`src/rtl/ring_node_router.sv`:
```
// rtl/ring_node_router.sv - per-node slotted-ring router with injection FIFO and local force eject
//
// Purpose: buffers locally mapped writeback packets in an injection FIFO and
// merges them onto a unidirectional slotted ring, one register per hop. Ring
// packets addressed to this node are ejected as force payloads. Forwarded ring
// traffic always has priority over injection.
//
// Ports:
//   clk, rst          clock; asynchronous active-high reset
//   local_pkt_in      packet from the mapping stage
//   local_valid_in    local_pkt_in is valid
//   local_ready_out   injection FIFO not full
//   ring_pkt_in       packet from the upstream node
//   ring_valid_in     upstream slot occupied
//   ring_pkt_out      registered packet to the downstream node
//   ring_valid_out    registered slot-occupied flag
//   force_out         registered ejected payload
//   force_valid_out   force_out is valid
//   fifo_count_out    current injection FIFO occupancy
module ring_node_router #(
   parameter int NUM_CELLS         = 64,
   parameter int DATA_WIDTH        = 32,
   parameter int PARTICLE_ID_WIDTH = 7,
   parameter int NODE_ID_WIDTH     = $clog2(NUM_CELLS),
   parameter int NODE_ID           = 0,
   parameter int FIFO_DEPTH        = 8,
   parameter int FORCE_DATA_WIDTH  = 3*DATA_WIDTH+PARTICLE_ID_WIDTH,
   parameter int PACKET_WIDTH      = FORCE_DATA_WIDTH+NODE_ID_WIDTH
) (
   input  logic                          clk,
   input  logic                          rst,
   input  logic [PACKET_WIDTH-1:0]       local_pkt_in,
   input  logic                          local_valid_in,
   output logic                          local_ready_out,
   input  logic [PACKET_WIDTH-1:0]       ring_pkt_in,
   input  logic                          ring_valid_in,
   output logic [PACKET_WIDTH-1:0]       ring_pkt_out,
   output logic                          ring_valid_out,
   output logic [FORCE_DATA_WIDTH-1:0]   force_out,
   output logic                          force_valid_out,
   output logic [$clog2(FIFO_DEPTH):0]   fifo_count_out
);

   localparam int PTR_W = $clog2(FIFO_DEPTH);
   localparam int CNT_W = PTR_W + 1;
   localparam logic [NODE_ID_WIDTH-1:0] MY_ID = NODE_ID_WIDTH'(NODE_ID);

   logic [PACKET_WIDTH-1:0] mem [FIFO_DEPTH];
   logic [PTR_W-1:0]        wr_ptr;
   logic [PTR_W-1:0]        rd_ptr;
   logic [CNT_W-1:0]        count;

   logic [PACKET_WIDTH-1:0] head;
   logic                    fifo_empty;
   logic                    head_self;
   logic                    ring_eject;
   logic                    ring_fwd;
   logic                    slot_free;
   logic                    pop_ring;
   logic                    pop_self;
   logic                    pop;
   logic                    wr;

   assign head       = mem[rd_ptr];
   assign fifo_empty = (count == '0);
   assign head_self  = (head[PACKET_WIDTH-1 -: NODE_ID_WIDTH] == MY_ID);

   assign ring_eject = ring_valid_in && (ring_pkt_in[PACKET_WIDTH-1 -: NODE_ID_WIDTH] == MY_ID);
   assign ring_fwd   = ring_valid_in && !ring_eject;
   // An ejected ring packet vacates its slot, so the outgoing slot is reusable.
   assign slot_free  = !ring_valid_in || ring_eject;

   // Foreign-bound head needs a free slot; a self-bound head needs the force
   // port, which a ring eject claims first.
   assign pop_ring = !fifo_empty && !head_self && slot_free;
   assign pop_self = !fifo_empty && head_self && !ring_eject;
   assign pop      = pop_ring || pop_self;

   assign local_ready_out = (count != CNT_W'(FIFO_DEPTH));
   assign wr              = local_valid_in && local_ready_out;
   assign fifo_count_out  = count;

   // Storage has no reset; emptiness is tracked by the pointers and count.
   always_ff @(posedge clk) begin
      if (wr) begin
         mem[wr_ptr] <= local_pkt_in;
      end
   end

   always_ff @(posedge clk or posedge rst) begin
      if (rst) begin
         wr_ptr <= '0;
         rd_ptr <= '0;
         count  <= '0;
      end else begin
         if (wr) begin
            wr_ptr <= wr_ptr + 1'b1;
         end
         if (pop) begin
            rd_ptr <= rd_ptr + 1'b1;
         end
         case ({wr, pop})
            2'b10:   count <= count + 1'b1;
            2'b01:   count <= count - 1'b1;
            default: count <= count;
         endcase
      end
   end

   always_ff @(posedge clk or posedge rst) begin
      if (rst) begin
         ring_valid_out  <= 1'b0;
         ring_pkt_out    <= '0;
         force_valid_out <= 1'b0;
         force_out       <= '0;
      end else begin
         ring_valid_out  <= ring_fwd || pop_ring;
         force_valid_out <= ring_eject || pop_self;
         if (ring_fwd) begin
            ring_pkt_out <= ring_pkt_in;
         end else if (pop_ring) begin
            ring_pkt_out <= head;
         end
         if (ring_eject) begin
            force_out <= ring_pkt_in[FORCE_DATA_WIDTH-1:0];
         end else if (pop_self) begin
            force_out <= head[FORCE_DATA_WIDTH-1:0];
         end
      end
   end

endmodule

```
`config.mk`:
```
export PLATFORM = sky130hd
export DESIGN_NAME = ring_node_router
export DESIGN_NICKNAME = d
export VERILOG_FILES = /design/src/rtl/ring_node_router.sv
export SDC_FILE = /design/constraint.sdc
export NUM_CORES = 1
export LEC_CHECK = 0
export CORE_MARGIN = 4
export CORE_UTILIZATION = 51
export CTS_CLUSTER_DIAMETER = 120
export DETAILED_ROUTE_END_ITERATION = 8
export PLACE_DENSITY_LB_ADDON = 0.12
export SLEW_MARGIN = 20
export SYNTH_ARGS = -nofsm -noshare
export SYNTH_HDL_FRONTEND = slang
export SYNTH_SLANG_ARGS = --single-unit
export TNS_END_PERCENT = 5
```
`constraint.sdc`:
```
create_clock -name clk -period 9.2 [get_ports clk]
set_input_delay 1.84 -clock clk [delete_from_list [all_inputs] [get_ports clk]]
set_output_delay 1.84 -clock clk [all_outputs]
set_load 0.05 [all_outputs]
```
==> results_dict.tcl, run 1 <==
set metrics [dict create \
    utilization_pct 62.5 \
    hold_viol_final 0 \
    outcome "completed" \
    die-area_um2 89200 \
    htree_levels 3 \
    wire_per_inst_um 26.0 \
    yosysTopAreaCellShare_pct 60.8 \
    area_growth_pct 21.4 \
    drive_above_1_share_pct 14.2 \
    portBuffers 440 \
    met2_usage_pct 40.9 \
    cts_sinks 1096 \
    viasPerCell 5.96 \
    core_um2 83700 \
    yosysSeqAreaShare_pct 73.8 \
    synth_flop_cell "edfxtp_1" \
    pwr_density_cell_nw_per_um2 352 \
    die-height_um 299 \
    fin_crit_ns 5.07 \
    clk_pin_slew_ns 0.06 \
    finalNonFillerCells 4277 \
    drc 0 \
    yosysWarnings 0 \
    critPathTopFamily "buffers and inverters" \
    crit_required_ns 9.75 \
    fmaxAchievable_mhz 197 \
    syn_inst 2645 \
    crit_type "reg -> reg" \
    rsz0062_at_grt "false" \
    multi_input_area_um2 10500 \
    hold_class "reg -> reg" \
    cp-end-kind "flop" \
    initialDrtViolationCount 2326 \
    clk_latency_ns 0.65 \
    relSlewSlack_pct 21.5 \
    first_pass_iters 5 \
    setup_ws_ns 4.13 \
    routed_wl_um 111000 \
    grt_start_max_net_pins 158 \
    ctsHoldBuffers 0 \
    rows 106 \
    synth_area_leader_cell "edfxtp_1" \
    slowest_stage "dfrtp_4" \
    grt_pass1_vias 26491 \
    synth_commonest_cells "872 x edfxtp_1, 427 x nand2_1, 238 x o21ai_0" \
    crit_path_max_fanout 157 \
    clockBufferDepth 3 \
    grt.busiest_layer "met2" \
    use_met3_pct 4.67 \
    ir_drop_mv 0.290 \
    drv_cap 0 \
    pre_cts_slack_ns 3.82 \
    ant_nets 0 \
    yosys_register_bits 1096 \
    netlist-cell-type-count 45 \
    antenna_found_initial 21 \
    synth_edf_count 872 \
    finalPower_mw 18.4 \
    postCtsSetupBuffers 0 \
    power_leakage_nw 17.7 \
    tightest_slew_ns 1.18 \
    ios 441 \
    grt_pass1_wl_um 168000 \
    dpl-instance-area_um2 48600 \
    place.gp.congestion 0.806 \
    cp_num_buf_inv 2 \
    cts_buffers 108 \
    dp_hpwl_um 62100 \
    num_vias 25482 \
    startpoint_type "flop" \
    design_area_um2 52300 \
    num-nets-final 3269 \
    globalRouteOverflowTotal 0 \
    cts_tree "built" \
    arrival_ns 5.62 \
    clock_tree.root_cell "clkbuf_16" \
    yosysMostFrequentCell "edfxtp_1" \
    cts_resized 0 \
    synth_area_leaders "edfxtp_1 61%, dfrtp_1 13%, mux4_2 11%" \
    setup_viol 0 \
    dp_cells 4064 \
    skew_ns 0.0153 \
    finalCritPeriodShare_pct 55.2 \
    critPathMaxStageDelay_ns 1.08 \
    use_met1_pct 34.0 \
    synthesis.area_um2 43100 \
    seq_area_um2 31800 \
    maxSlewViolCount 0 \
    fillers 5993 \
    worstPathCellList "buf_12 > mux4_2 > nand4_2 > or3_4 > buf_4 > a21oi_1 > o21ai_0" \
    grt_use_total_pct 24.8 \
    die_w_um 299 \
    syn_nets 2873 \
    postSynth.asyncResetShare_pct 20.4 \
    synth_area_per_cell_um2 16.3 \
    start_util_pct 51.5 \
]
## final timing paths
kind / from / endpoint / slack [ns] / cells after the start
worst min-delay path: ring_pkt_out[0]$_DFFE_PP0P_ / ring_pkt_out[0]$_DFFE_PP0P_ / 0.54 / 2
worst min register to register: ring_pkt_out[0]$_DFFE_PP0P_ / ring_pkt_out[0]$_DFFE_PP0P_ / 0.54 / 2
worst max register to register: rd_ptr[1]$_DFFE_PP0P_ / ring_pkt_out[5]$_DFFE_PP0P_ / 4.13 / 7
worst max-delay path: rd_ptr[1]$_DFFE_PP0P_ / ring_pkt_out[5]$_DFFE_PP0P_ / 4.13 / 7
max in group asynchronous: rst / ring_pkt_out[52]$_DFFE_PP0P_ / 6.02 / 3
min in group asynchronous: rst / ring_pkt_out[39]$_DFFE_PP0P_ / 1.74 / 2
## per-stage QoR
stage               TNS [ns]  hold WS, ns
finish                     0        0.541
floorplan             -93.97        0.489
global route               0        0.571
detailed placement         0        0.528
CTS                        0        0.542
global placement           0        0.514
## where the power goes
group	switching (mW)	total, mW	leakage (nW)	internal [mW]
Clock	1.80	4.45	1.80	2.65
Sequential	0.628	7.06	10.5	6.44
Combinational	4.34	6.89	5.49	2.54
Total	6.77	18.4	17.7	11.6
## cells by family after synthesis
kind of cell / after synthesis / synth area share, %
XOR/XNOR: 7 / 0.142
AO/OA/AOI/OAI: 534 / 6.63
adder cells (fa/ha/maj): 6 / 0.192
multiplexers: 235 / 11.7
buffers and inverters: 195 / 2.02
AND/OR/NAND/NOR: 572 / 5.53
flip-flops: 1096 / 73.8
## cells in the final DEF (no fill, tap or decap), types with 103 or more instances in the layout
cell type / instances
edfxtp_1: 872
dfrtp_1: 221
nand3_1: 105
clkbuf_16: 113
nand2_1: 426
mux4_2: 214
a21oi_1: 105
o22ai_1: 103
o21ai_0: 238
clkdlybuf4s50_1: 440
## sequential cells by signal, summed over array words and instances (netlist names)
| register | count |
|---|---|
| ring_valid_out | 1 |
| rd_ptr | 3 |
| wr_ptr | 3 |
| mem | 872 |
| force_valid_out | 1 |
| force_out | 103 |
| ring_pkt_out | 109 |
| fifo_count_out | 4 |
## cell type report
cell class                      instances  share of cell area (%)
Clock inverter                         46                   0.845
Sequential cell                      1096                    60.8
Timing Repair Buffer                  475                    9.27
Clock buffer                          157                    6.11
Multi-Input combinational cell       1354                    20.1
Tap cell                             1134                    2.71
Inverter                                6                  0.0670
Antenna cell                            9                  0.0431
## per-layer routing
metal  vias up  wire length [um]
met5         -               159
met4        24              2510
met3       185              7540
met2       933             55200
met1     13274             45600
li1      11066                 -
## worst reg2reg max path, delay by kind of cell, from the launching register on
family | cells | cell delay (ns)
AO/OA/AOI/OAI | 2 | 0.46
AND/OR/NAND/NOR | 2 | 1.08
multiplexers | 1 | 0.72
flip-flops | 1 | 1.08
buffers and inverters | 2 | 1.64
(Power assumes the default switching activity.)
==> run 2: changes to the inputs <==
CORE_UTILIZATION = 57   (was 51)
clock period = 5.2 ns   (was 9.2 ns; I/O delays follow)
==> results_dict.tcl, run 2 (synthesis results as in run 1) <==
set metrics [dict create \
    worstPathCellList "mux2i_1 > mux4_2 > nand4_2 > or3_4 > buf_4 > a21oi_1 > o21ai_0" \
    min-delay-start "ring_pkt_out[10]$_DFFE_PP0P_" \
    rr_startpoint "rd_ptr[0]$_DFFE_PP0P_" \
    initialDrtViolationCount 2752 \
    dp_hpwl_um 61400 \
    critPathTopFamily "simple AND/OR/NAND/NOR gates" \
    fin_crit_ns 4.07 \
    largest-register "mem" \
    globalRouteOverflowTotal 0 \
    clockBufferDepth 3 \
    ctsHoldBuffers 0 \
    rsz0062_at_grt "false" \
    grt_start_max_net_pins 208 \
    skew_ns 0.0159 \
    ir_drop_mv 0.441 \
    maxSlewViolCount 0 \
    htree_levels 3 \
    final_cell_mix "872 x edfxtp_1, 440 x clkdlybuf4s50_1, 426 x nand2_1" \
    num_vias 25718 \
    cts_resized 0 \
    cp-end-kind "flop" \
    hold_viol_final 0 \
    relSlewSlack_pct 27.3 \
    grt_pass1_vias 26780 \
    hold_depth 2 \
    drive_above_1_share_pct 14.0 \
    finalCritPeriodShare_pct 78.2 \
    die-area_um2 80000 \
    critPathMaxStageDelay_ns 1.00 \
    slowest_stage "dfrtp_4" \
    num-nets-final 3280 \
    postCtsSetupBuffers 0 \
    power_leakage_nw 17.7 \
    largest_reg_flops 872 \
    worst-path-stages 7 \
    place.gp.congestion 0.826 \
    final_common_cell "edfxtp_1" \
    start_util_pct 57.7 \
    startpoint_type "flop" \
    antenna_found_initial 25 \
    met2_usage_pct 45.0 \
    die-height_um 283 \
    grt_use_total_pct 26.9 \
    crit_path_max_fanout 81 \
    drv_cap 0 \
    cts_tree "built" \
    ios 441 \
    fmaxAchievable_mhz 246 \
    routed_wl_um 108000 \
    pwr_density_cell_nw_per_um2 617 \
    clk_latency_ns 0.65 \
    setup_viol 0 \
    viasPerCell 6.23 \
    cp_num_buf_inv 1 \
    drc 0 \
    cts_sinks 1096 \
    fillers 4806 \
    cts_buffers 107 \
    setup_tns_ns 0 \
    grt_pass1_wl_um 165000 \
    outcome "completed" \
    hold_class "reg -> reg" \
    arrival_ns 4.62 \
    clk_pin_slew_ns 0.06 \
    wire_per_inst_um 26.2 \
    worst_hold_slack_ns 0.549 \
    tightest_slew_ns 1.09 \
    clock_tree.root_cell "clkbuf_16" \
    reg2regPathDepth 7 \
    die_w_um 283 \
    portBuffers 440 \
    ant_nets 0 \
    rows 100 \
    crit_required_ns 5.76 \
    first_pass_iters 6 \
    use_met3_pct 4.58 \
    cp-startpoint "rd_ptr[0]$_DFFE_PP0P_" \
    largestRegisters "mem: 872 flops, ring_pkt_out: 109 flops, force_out: 103 flops" \
    area_growth_pct 20.9 \
    grt.busiest_layer "met2" \
    core_um2 74700 \
    crit_type "reg -> reg" \
    use_met1_pct 36.3 \
]
==> run 2: changes by cell type in the layout (fill, tap and decap cells not counted), sizes merged <==
cell / previous run / this run
diode: 9 / 19
inv: 6 / 7
clkinv: 36 / 30
buf: 35 / 47
clkbuf: 157 / 165
bufinv: 9 / 3
==> run 2: worst paths after layout <==
check                                               endpoint  slack [ns]
worst max-delay path            ring_pkt_out[69]$_DFFE_PP0P_        1.13
worst min-delay path            ring_pkt_out[10]$_DFFE_PP0P_        0.55
worst max register to register  ring_pkt_out[69]$_DFFE_PP0P_        1.13
worst min register to register  ring_pkt_out[10]$_DFFE_PP0P_        0.55
max in group asynchronous          force_out[47]$_DFFE_PP0P_        3.10
min in group asynchronous       ring_pkt_out[27]$_DFFE_PP0P_        0.94
==> run 2: layout make-up <==
cell class                      count  area, um2  area share (%)
Inverter                            6       28.8          0.0553
Clock buffer                      165       3170            6.09
Antenna cell                       19       47.5          0.0913
Multi-Input combinational cell   1354      10500            20.2
Clock inverter                     35        244           0.469
Timing Repair Buffer              487       5020            9.64
Sequential cell                  1096      31800            61.1
Tap cell                          969       1210            2.33
==> run 2: per-layer routing <==
metal | part of all wire, % | wire (um)
met1 | 39 | 42600
met3 | 7.0 | 7620
met5 | 0.082 | 89
met4 | 3.0 | 3300
met2 | 51 | 54700
==> run 2: report_power, final <==
group / total, mW / internal [mW] / switching (mW) / leakage, nW
logic: 12.3 / 4.53 / 7.74 / 5.56
clock network: 7.44 / 4.33 / 3.11 / 1.68
registers: 12.4 / 11.4 / 0.998 / 10.5
total: 32.1 / 20.3 / 11.9 / 17.7
==> run 2: through the flow <==
step	setup WS, ns	cells	power, mW	cell area (um2)	utilization [%]
4_1_cts	1.08	4112	32.3	52000	69.6
2_1_floorplan	-1.70	2645	20.7	43100	-
5_1_grt	0.815	4127	33.5	52100	69.7
3_3_place_gp	0.589	3912	24.6	48600	65.1
6_report	1.13	4131	32.1	52100	69.7
3_5_place_dp	0.594	3912	24.9	48600	65.1
==> run 2: worst register-to-register path, stage by stage, from the launching register on <==
cell	delay, ns
dfrtp_4	1.00
mux2i_1	0.20
mux4_2	0.55
nand4_2	0.23
or3_4	0.86
buf_4	0.69
a21oi_1	0.21
o21ai_0	0.23
